==> src/rtl/tile_map_renderer.sv <==
// tile_map_renderer: turns the VGA scan position into a tile-map lookup, a glyph-sheet
// ROM fetch and a registered 12-bit RGB pixel, through a 4-stage pipeline that
// advances only on pix_en.
// Ports:
//   clk, rst_n          clock, asynchronous active-low reset
//   pix_en              pixel clock enable; every register holds while low
//   hcount, vcount      scan position (visible area 0..639 x 0..479)
//   video_on            high inside the visible area
//   map_addr/map_dout   tile-map RAM read port (1-cycle registered read)
//   rom_addr/rom_data   glyph-sheet ROM read port (1-cycle registered read)
//   rgb, rgb_valid      output pixel and its visible-area flag
// Optional build macro: TILE_TRANSPARENCY_EN makes KEY_COLOR glyph pixels show BG_COLOR.
module tile_map_renderer #(
    parameter int          MAP_COLS  = 40,
    parameter int          MAP_ROWS  = 30,
    parameter logic [11:0] BG_COLOR  = 12'h000,
    parameter logic [11:0] KEY_COLOR = 12'hF0F
) (
    input  logic        clk,
    input  logic        rst_n,
    input  logic        pix_en,
    input  logic [9:0]  hcount,
    input  logic [9:0]  vcount,
    input  logic        video_on,
    output logic [15:0] map_addr,
    input  logic [15:0] map_dout,
    output logic [16:0] rom_addr,
    input  logic [11:0] rom_data,
    output logic [11:0] rgb,
    output logic        rgb_valid
);
    localparam logic [9:0] H_VIS = 10'(MAP_COLS * 16);
    localparam logic [9:0] V_VIS = 10'(MAP_ROWS * 16);
    logic [3:0]  xoff0, yoff0, xoff1, yoff1;
    logic        von0, von1, von2, von3, empty2, empty3;
    logic [15:0] tile_idx;
    logic [11:0] pix;
    logic        unused_bits;
    // Off-screen coordinates still issue a read, but of entry 0; video_on masks the result.
    always_comb tile_idx = (hcount < H_VIS && vcount < V_VIS) ?
                           16'(vcount[9:4]) * 16'(MAP_COLS) + 16'(hcount[9:4]) : '0;
`ifdef TILE_TRANSPARENCY_EN
    always_comb pix = (rom_data == KEY_COLOR) ? BG_COLOR : rom_data;
`else
    always_comb pix = rom_data;
`endif
    assign unused_bits = ^{map_dout[14:9], KEY_COLOR};
    always_ff @(posedge clk or negedge rst_n) begin
        if (!rst_n) begin
            map_addr  <= '0;
            rom_addr  <= '0;
            rgb       <= BG_COLOR;
            rgb_valid <= 1'b0;
            {xoff0, yoff0, xoff1, yoff1} <= '0;
            {von0, von1, von2, von3, empty2, empty3} <= '0;
        end else if (pix_en) begin
            map_addr  <= tile_idx;
            xoff0     <= hcount[3:0];
            yoff0     <= vcount[3:0];
            von0      <= video_on;
            xoff1     <= xoff0;
            yoff1     <= yoff0;
            von1      <= von0;
            // Entry fields: bank[8:6], sheet row[5:3], sheet col[2:0]; bit 15 marks an empty tile.
            rom_addr  <= {map_dout[8:6], map_dout[5:3], yoff1, map_dout[2:0], xoff1};
            empty2    <= map_dout[15];
            von2      <= von1;
            empty3    <= empty2;
            von3      <= von2;
            rgb       <= (!von3 || empty3) ? BG_COLOR : pix;
            rgb_valid <= von3;
        end
    end
endmodule

==> config.mk <==
export PLATFORM = sky130hd
export DESIGN_NAME = tile_map_renderer
export DESIGN_NICKNAME = d
export VERILOG_FILES = /design/src/rtl/tile_map_renderer.sv
export SDC_FILE = /design/constraint.sdc
export NUM_CORES = 1
export LEC_CHECK = 0
export ABC_CLOCK_PERIOD_IN_PS = 1100
export CORE_MARGIN = 1.5
export CORE_UTILIZATION = 40
export DETAILED_ROUTE_END_ITERATION = 7
export PLACE_DENSITY_LB_ADDON = 0.1
export SLEW_MARGIN = 20
export SYNTH_ARGS = -nofsm -noshare
export SYNTH_HDL_FRONTEND = slang
export SYNTH_SLANG_ARGS = --single-unit
export TNS_END_PERCENT = 50
==> constraint.sdc <==
create_clock -name clk -period 1.1 [get_ports clk]
set_input_delay 0.33 -clock clk [delete_from_list [all_inputs] [get_ports clk]]
set_output_delay 0.33 -clock clk [all_outputs]
set_load 0.02 [all_outputs]
==> results of run 1 <==
==> power by group through the flow <==
stage | logic [uW] | registers, uW | clock network [uW]
6_report | 1900 | 2870 | 2490
3_5_place_dp | 1690 | 2880 | 0
3_3_place_gp | 1660 | 2860 | 0
5_1_grt | 2050 | 2900 | 2660
4_1_cts | 1770 | 2850 | 2570
2_1_floorplan | 600 | 3100 | 0
==> worst paths after layout <==
kind,to,start,slack (ns)
max in group asynchronous,von1,rst_n,0.82
setup / recovery,map_addr[10],vcount[5],-0.71
hold / removal,rom_addr[5],rst_n,-0.009
min in group clk,rgb[1],pix_en,0.44
hold reg to reg,rom_addr[12],rom_addr[12],0.48
setup reg to reg,rgb[2],von3,0.16
==> per-stage QoR <==
stage	total power, uW	worst slack [ns]	setup TNS (ns)	cells	hold slack [ns]
3_5_place_dp	4570	-1.51	-24.43	435	0.374
2_1_floorplan	3700	-0.930	-4.98	236	0.0344
6_report	7260	-0.711	-7.40	465	-0.00935
4_1_cts	7190	-0.662	-7.94	459	0.00742
3_3_place_gp	4530	-1.48	-23.70	435	0.377
5_1_grt	7610	-0.780	-9.18	465	0.00723
==> area by class of cell <==
type,count,area [sq um]
fillers,550,2210
clock buffers,10,138
clock inverters,6,115
well taps,96,120
multi-input cells,131,1310
inverters,28,106
repair buffers,129,1250
flip-flops and latches,65,1630
==> routing by layer <==
metal  GRT usage [%]  routed length, microns
met3            5.75                     317
met4            7.22                      90
met2            29.9                    3260
met5               0                       0
met1            20.8                    2600
==> repair_timing <==
action	4_1_cts	5_1_grt
setup endpoints to repair	55	55
gates resized for setup	269	35
buffers inserted	8	6
pin swaps	21	8
==> cell families after synthesis <==
group / Yosys count / synth area share [%]
buffers and inverters: 40 / 5.90
adder cells (fa/ha/maj): 13 / 6.21
XOR/XNOR: 8 / 2.71
flip-flops: 65 / 56.8
other: 1 / 0.131
AO/OA/AOI/OAI: 32 / 6.42
multiplexers: 39 / 15.3
AND/OR/NAND/NOR: 36 / 6.47
==> cell usage after synthesis (2+ instances only) <==
| cell | count |
|---|---|
| sky130_fd_sc_hd__nor2b_1 | 3 |
| sky130_fd_sc_hd__nand2_1 | 19 |
| sky130_fd_sc_hd__a21oi_1 | 4 |
| sky130_fd_sc_hd__nor2_1 | 4 |
| sky130_fd_sc_hd__o21ai_0 | 6 |
| sky130_fd_sc_hd__xnor2_1 | 6 |
| sky130_fd_sc_hd__inv_1 | 27 |
| sky130_fd_sc_hd__a21o_1 | 2 |
| sky130_fd_sc_hd__clkbuf_1 | 3 |
| sky130_fd_sc_hd__ha_1 | 11 |
| sky130_fd_sc_hd__nand3_1 | 2 |
| sky130_fd_sc_hd__buf_4 | 3 |
| sky130_fd_sc_hd__buf_2 | 5 |
| sky130_fd_sc_hd__o21ai_1 | 13 |
| sky130_fd_sc_hd__mux2_1 | 39 |
| sky130_fd_sc_hd__o22ai_1 | 5 |
| sky130_fd_sc_hd__dfrtp_1 | 65 |
| sky130_fd_sc_hd__fa_1 | 2 |
==> state kept, by name (all words and copies together) (netlist names) <==
register	count
rom_addr	17
map_addr	13
rgb	12
xoff0	4
xoff1	4
yoff0	4
yoff1	4
empty2	1
empty3	1
rgb_valid	1
von0	1
von1	1
von2	1
von3	1
==> critical path: stages <==
cell and delay (ns):
sky130_fd_sc_hd__buf_8 0.10, sky130_fd_sc_hd__ha_4 0.27, sky130_fd_sc_hd__ha_4 0.13, sky130_fd_sc_hd__inv_2 0.04, sky130_fd_sc_hd__fa_2 0.39, sky130_fd_sc_hd__xnor2_2 0.18
sky130_fd_sc_hd__nand3b_1 0.16, sky130_fd_sc_hd__nor4_4 0.18, sky130_fd_sc_hd__xnor2_1 0.16, sky130_fd_sc_hd__o22ai_2 0.08
==> metrics.csv, run 1 <==
stage,metric,value,unit
drt,final_antenna_net_count,0,
power_and_ir_drop,pwr-share-seq,39.5,%
grt,grt_first_pass_wirelength,10300,microns
drt,via_count,2160,
sta,number_of_hold_slack_violations_in_the_final_timing_report,8,
floorplanning,core,0.00687,sq mm
yosys,synth_area_per_cell,12.2,sq um
power_and_ir_drop,leakagePower,0.00211,uW
yosys,post_synthesis_instance_area,0.00286,sq mm
setup_path,worst_path_required_time,1.31,ns
power_and_ir_drop,p_clk_share,34.4,%
run_status,outcome,finished with violations,
grt,grt_pass1_vias,2266,
yosys,ys_top_cells_by_area,"sky130_fd_sc_hd__dfrtp_1, sky130_fd_sc_hd__mux2_1, sky130_fd_sc_hd__ha_1",
drt,drt_first_pass_iters,4,
sta,timing.clock.skew,0.0113,ns
finish,drive_above_1_share,38.8,%
clock_network,htree_num_levels,3,
floorplanning,fp.dieH,87.6,microns
drt,detailed_route_wl,6270,microns
yosys,seq_area_frac_synth,56.8,%
drt,wl_per_cell,13.5,microns
floorplanning,die_width,87.6,microns
finish,utilization,67.8,%
power_and_ir_drop,powerDensity,1560,mW/mm^2
sta,drv_slew,0,
floorplanning,die_area,0.00767,sq mm
yosys,synth-edff-count,0,
yosys,synthCells,234,
grt,largest_net_degree_at_the_start_of_global_routing,66,
grt,global_route.usage.total,17.6,%
sta,timing.final.ws_setup,-0.711,ns
yosys,synth_top_area_share,56.8,%
finish,antenna_cells_inserted,0,
yosys,async_flop_share,100,%
drt,drc,0,
clock_network,path_clk_slew,0.08,ns
clock_network,cts_tree,yes,
setup_path,cp.arrival,2.02,ns
sta,grt_setup_unrepaired,yes,
placement,port_buffers,88,
floorplanning,initial_core_util,41.7,%
run_status,failed_checks,"hold timing, setup timing",
yosys,post_synth_num_cell_types,33,
floorplanning,io_pins,98,
sta,hold-worst-slack,-0.00935,ns
min_path,holdCritPathClass,in -> async,
power_and_ir_drop,p_comb_share,26.1,%
power_and_ir_drop,irDropWorstVdd,822,uV
clock_network,clock_latency_at_the_later_pin_of_the_worst_skew_pair,0.33,ns
sta,report.final.setup_viol,50,
setup_path,worst-setup-path-type,in -> reg,
setup_path,kind_of_end_point_of_the_critical_path,flip-flop,
power_and_ir_drop,power_switching,1950,uW
floorplanning,placement_rows,30,
drt,initialDrtViolationCount,36,
power_and_ir_drop,swShare,26.9,%
finish,final_common_cell,sky130_fd_sc_hd__dfrtp_1,
flow_run,cap_viol_max_count,0,
setup_path,timing.critical_path.from_type,input pin,
setup_path,cp_max_fo,2,
power_and_ir_drop,internal_power,5300,uW
clock_network,number_of_buffers_created_by_cts,9,
placement,post-dp-hpwl,4270,microns
sta,period_minus_slack,1.81,ns
yosys,post_synth_top_flop,sky130_fd_sc_hd__dfrtp_1,
finish,area_delta_synth_final,62.8,%
finish,cell_area_after_layout,0.00466,sq mm
sta,min_period_over_period,165,%
grt,global_route.overflow_total,0,
clock_network,cts-hold-fix-buffers,0,
yosys,register_bit_count_reported_by_yosys,65,
yosys,yosys.area.top_type,sky130_fd_sc_hd__dfrtp_1,
clock_network,clock_tree.root_cell,sky130_fd_sc_hd__clkbuf_8,
placement,postPlaceCellArea,0.00415,sq mm
placement,place_congestion,0.785,
setup_path,r2r_cells,5,
sta,max_freq,552,MHz
grt,grt_antenna_before_repair,0,
drt,viasPerCell,4.65,
clock_network,cts_max_path_buffers,2,
yosys,number_of_warnings_reported_in_the_yosys_synthesis_log,0,
clock_network,clock_sinks,65,
finish,leading_cell_types_in_the_layout_fill_and_taps_excluded,"sky130_fd_sc_hd__dfrtp_1, sky130_fd_sc_hd__mux2_1, sky130_fd_sc_hd__buf_6, sky130_fd_sc_hd__clkdlybuf4s50_1, sky130_fd_sc_hd__buf_4",
finish,design.final.nets,429,
Note: power is estimated with default switching activity, not from simulation.
==> inputs of run 2 (changes only) <==
PLACE_DENSITY = 0.75   (was not set)
PLACE_DENSITY_LB_ADDON = not set   (was 0.1)
SKIP_LAST_GASP = 1   (was not set)
==> run 2 against run 1 <==
Net effect: the flow finishes with violations (setup timing); die area unchanged; cell count shrank 0.86%; sequential cell count is the same; sequential power about the same; hold slack better by 0.025 ns; non-clock buffer count shrank 4; critical path type unchanged.
==> metrics.csv, run 2 (synthesis results as in run 1) <==
stage,metric,value,unit,change
clock_network,path_clk_slew,0.07,ns,was 0.08 ns
drt,via_count,2145,,was 2160
sta,period_minus_slack,1.76,ns,was 1.81 ns
floorplanning,core,0.00687,sq mm,unchanged
power_and_ir_drop,pwr-share-seq,42.6,%,was 39.5%
flow_run,cap_viol_max_count,0,,unchanged
drt,viasPerCell,4.65,,about the same
drt,drc,0,,unchanged
finish,final_common_cell,sky130_fd_sc_hd__dfrtp_1,,unchanged
grt,largest_net_degree_at_the_start_of_global_routing,66,,unchanged
floorplanning,die_width,87.6,microns,unchanged
placement,post-dp-hpwl,4450,microns,was 4270 microns
floorplanning,io_pins,98,,unchanged
drt,wl_per_cell,13.7,microns,was 13.5 microns
finish,cell_area_after_layout,0.00461,sq mm,was 0.00466 sq mm
finish,largest-register,rom_addr,,unchanged
floorplanning,initial_core_util,41.7,%,unchanged
floorplanning,die_area,0.00767,sq mm,unchanged
placement,port_buffers,88,,unchanged
floorplanning,fp.dieH,87.6,microns,unchanged
power_and_ir_drop,irDropWorstVdd,675,uV,was 822 uV
finish,antenna_cells_inserted,0,,unchanged
finish,utilization,67.0,%,was 67.8%
grt,global_route.usage.total,17.6,%,about the same
power_and_ir_drop,p_clk_share,29.3,%,was 34.4%
run_status,failed_checks,setup timing,,"was hold timing, setup timing"
setup_path,kind_of_end_point_of_the_critical_path,flip-flop,,unchanged
grt,grt_pass1_vias,2264,,was 2266
floorplanning,placement_rows,30,,unchanged
placement,postPlaceCellArea,0.00412,sq mm,was 0.00415 sq mm
sta,report.final.setup_viol,55,,was 50
finish,reg.largest.list,"rom_addr x17, map_addr x13, rgb x12",,unchanged
drt,initialDrtViolationCount,54,,was 36
finish,largest_register_ffs,17,,unchanged
clock_network,clock_tree.root_cell,sky130_fd_sc_hd__clkbuf_8,,unchanged
grt,grt_first_pass_wirelength,10300,microns,about the same
clock_network,cts_tree,yes,,unchanged
placement,detailedPlace.worstSlack,-1.51,ns,about the same
sta,number_of_hold_slack_violations_in_the_final_timing_report,0,,was 8
grt,global_route.overflow_total,0,,unchanged
min_path,holdCritPathClass,in -> async,,unchanged
placement,place_congestion,0.782,,was 0.785
setup_path,cp_max_fo,2,,unchanged
sta,max_freq,567,MHz,was 552 MHz
sta,min_period_over_period,160,%,was 165%
power_and_ir_drop,swShare,29.0,%,was 26.9%
sta,hold-worst-slack,0.0158,ns,was -0.00935 ns
power_and_ir_drop,internal_power,4790,uW,was 5300 uW
finish,area_delta_synth_final,60.9,%,was 62.8%
sta,timing.clock.skew,0.0103,ns,was 0.0113 ns
sta,timing.final.ws_setup,-0.664,ns,was -0.711 ns
run_status,outcome,finished with violations,,unchanged
power_and_ir_drop,leakagePower,0.00204,uW,was 0.00211 uW
clock_network,cts_max_path_buffers,2,,unchanged
clock_network,clock_sinks,65,,unchanged
drt,final_antenna_net_count,0,,unchanged
sta,drv_slew,0,,unchanged
clock_network,clock_latency_at_the_later_pin_of_the_worst_skew_pair,0.33,ns,about the same
drt,drt_first_pass_iters,4,,unchanged
setup_path,timing.critical_path.from_type,input pin,,unchanged
power_and_ir_drop,p_comb_share,28.1,%,was 26.1%
sta,grt_setup_unrepaired,yes,,unchanged
finish,drive_above_1_share,36.4,%,was 38.8%
drt,detailed_route_wl,6300,microns,was 6270 microns
setup_path,worst-setup-path-type,in -> reg,,unchanged
finish,leading_cell_types_in_the_layout_fill_and_taps_excluded,"sky130_fd_sc_hd__dfrtp_1, sky130_fd_sc_hd__buf_6, sky130_fd_sc_hd__mux2_1, sky130_fd_sc_hd__clkdlybuf4s50_1, sky130_fd_sc_hd__buf_4",,"was sky130_fd_sc_hd__dfrtp_1, sky130_fd_sc_hd__mux2_1, sky130_fd_sc_hd__buf_6, sky130_fd_sc_hd__clkdlybuf4s50_1, sky130_fd_sc_hd__buf_4"
clock_network,number_of_buffers_created_by_cts,9,,unchanged
power_and_ir_drop,power_switching,1960,uW,was 1950 uW
setup_path,worst_path_required_time,1.32,ns,was 1.31 ns
setup_path,cp.arrival,1.98,ns,was 2.02 ns
finish,design.final.nets,425,,was 429
grt,grt_antenna_before_repair,0,,unchanged
power_and_ir_drop,powerDensity,1470,mW/mm^2,was 1560 mW/mm^2
clock_network,htree_num_levels,3,,unchanged
[run 2: cell types whose count changed in the layout (fill, tap and decap cells not counted), moves of 2 or more]
| cell | previous run | this run |
|---|---|---|
| sky130_fd_sc_hd__buf_6 | 38 | 43 |
| sky130_fd_sc_hd__buf_4 | 34 | 32 |
| sky130_fd_sc_hd__clkinvlp_4 | 1 | 5 |
| sky130_fd_sc_hd__xnor2_1 | 2 | 5 |
| sky130_fd_sc_hd__buf_2 | 13 | 4 |
| sky130_fd_sc_hd__xnor2_2 | 4 | 1 |
| sky130_fd_sc_hd__a21oi_4 | 2 | 4 |
| sky130_fd_sc_hd__bufinv_16 | 3 | 1 |
| sky130_fd_sc_hd__a21oi_2 | 2 | 0 |
[run 2: final timing paths]
check,slack [ns],from,depth (start not counted),end
hold reg to reg,0.49,von0,1,von0
hold / removal,0.02,rst_n,2,xoff1[2]
min in group clk,0.45,pix_en,4,rgb_valid
setup / recovery,-0.66,vcount[5],10,map_addr[9]
setup reg to reg,0.15,von3,5,rgb[6]
max in group asynchronous,0.81,rst_n,2,von1
[run 2: timing repair]
item / CTS / global route
hold buffers: 0 / 0
gates resized for setup: 172 / 115
buffers inserted: 7 / 8
pin swaps: 17 / 11
gates cloned: 0 / 0
endpoints found under the setup margin: 55 / 55
[run 2: critical path, cell delays in order]
cell and delay (ns):
sky130_fd_sc_hd__buf_8 0.10, sky130_fd_sc_hd__ha_4 0.26, sky130_fd_sc_hd__ha_4 0.13, sky130_fd_sc_hd__inv_2 0.03, sky130_fd_sc_hd__fa_2 0.37, sky130_fd_sc_hd__xnor2_2 0.17, sky130_fd_sc_hd__buf_4 0.14, sky130_fd_sc_hd__nor3b_4 0.20
sky130_fd_sc_hd__xnor2_1 0.15, sky130_fd_sc_hd__o22ai_1 0.10
[run 2: per-layer routing]
layer | GRT usage [%] | up-vias | routed length, microns
met3 | 4.81 | 13 | 364
li1 | - | 1025 | -
met1 | 20.8 | 1040 | 2620
met4 | 7.65 | 0 | 127
met2 | 30.0 | 67 | 3190
met5 | 0 | - | 0
[run 2: area by class of cell]
cell class	count	area, sq um
well taps	96	120
multi-input cells	131	1290
fillers	528	2260
flip-flops and latches	65	1630
repair buffers	125	1260
clock buffers	10	128
clock inverters	6	68.8
inverters	28	109
[run 2: power by group through the flow]
stage,clock [uW],sequential (uW),combinational [uW]
2_1_floorplan,0,3100,600
3_3_place_gp,0,2870,1640
3_5_place_dp,0,2880,1680
4_1_cts,2040,2860,1820
5_1_grt,2140,2910,2050
6_report,1980,2880,1890
[run 2: stage by stage]
step | std cells | setup TNS [ns] | power, uW
3_3_place_gp | 430 | -22.76 | 4500
6_report | 461 | -7.76 | 6750
5_1_grt | 461 | -9.95 | 7100
4_1_cts | 453 | -17.72 | 6710
3_5_place_dp | 430 | -23.79 | 4560
2_1_floorplan | 236 | -4.98 | 3700
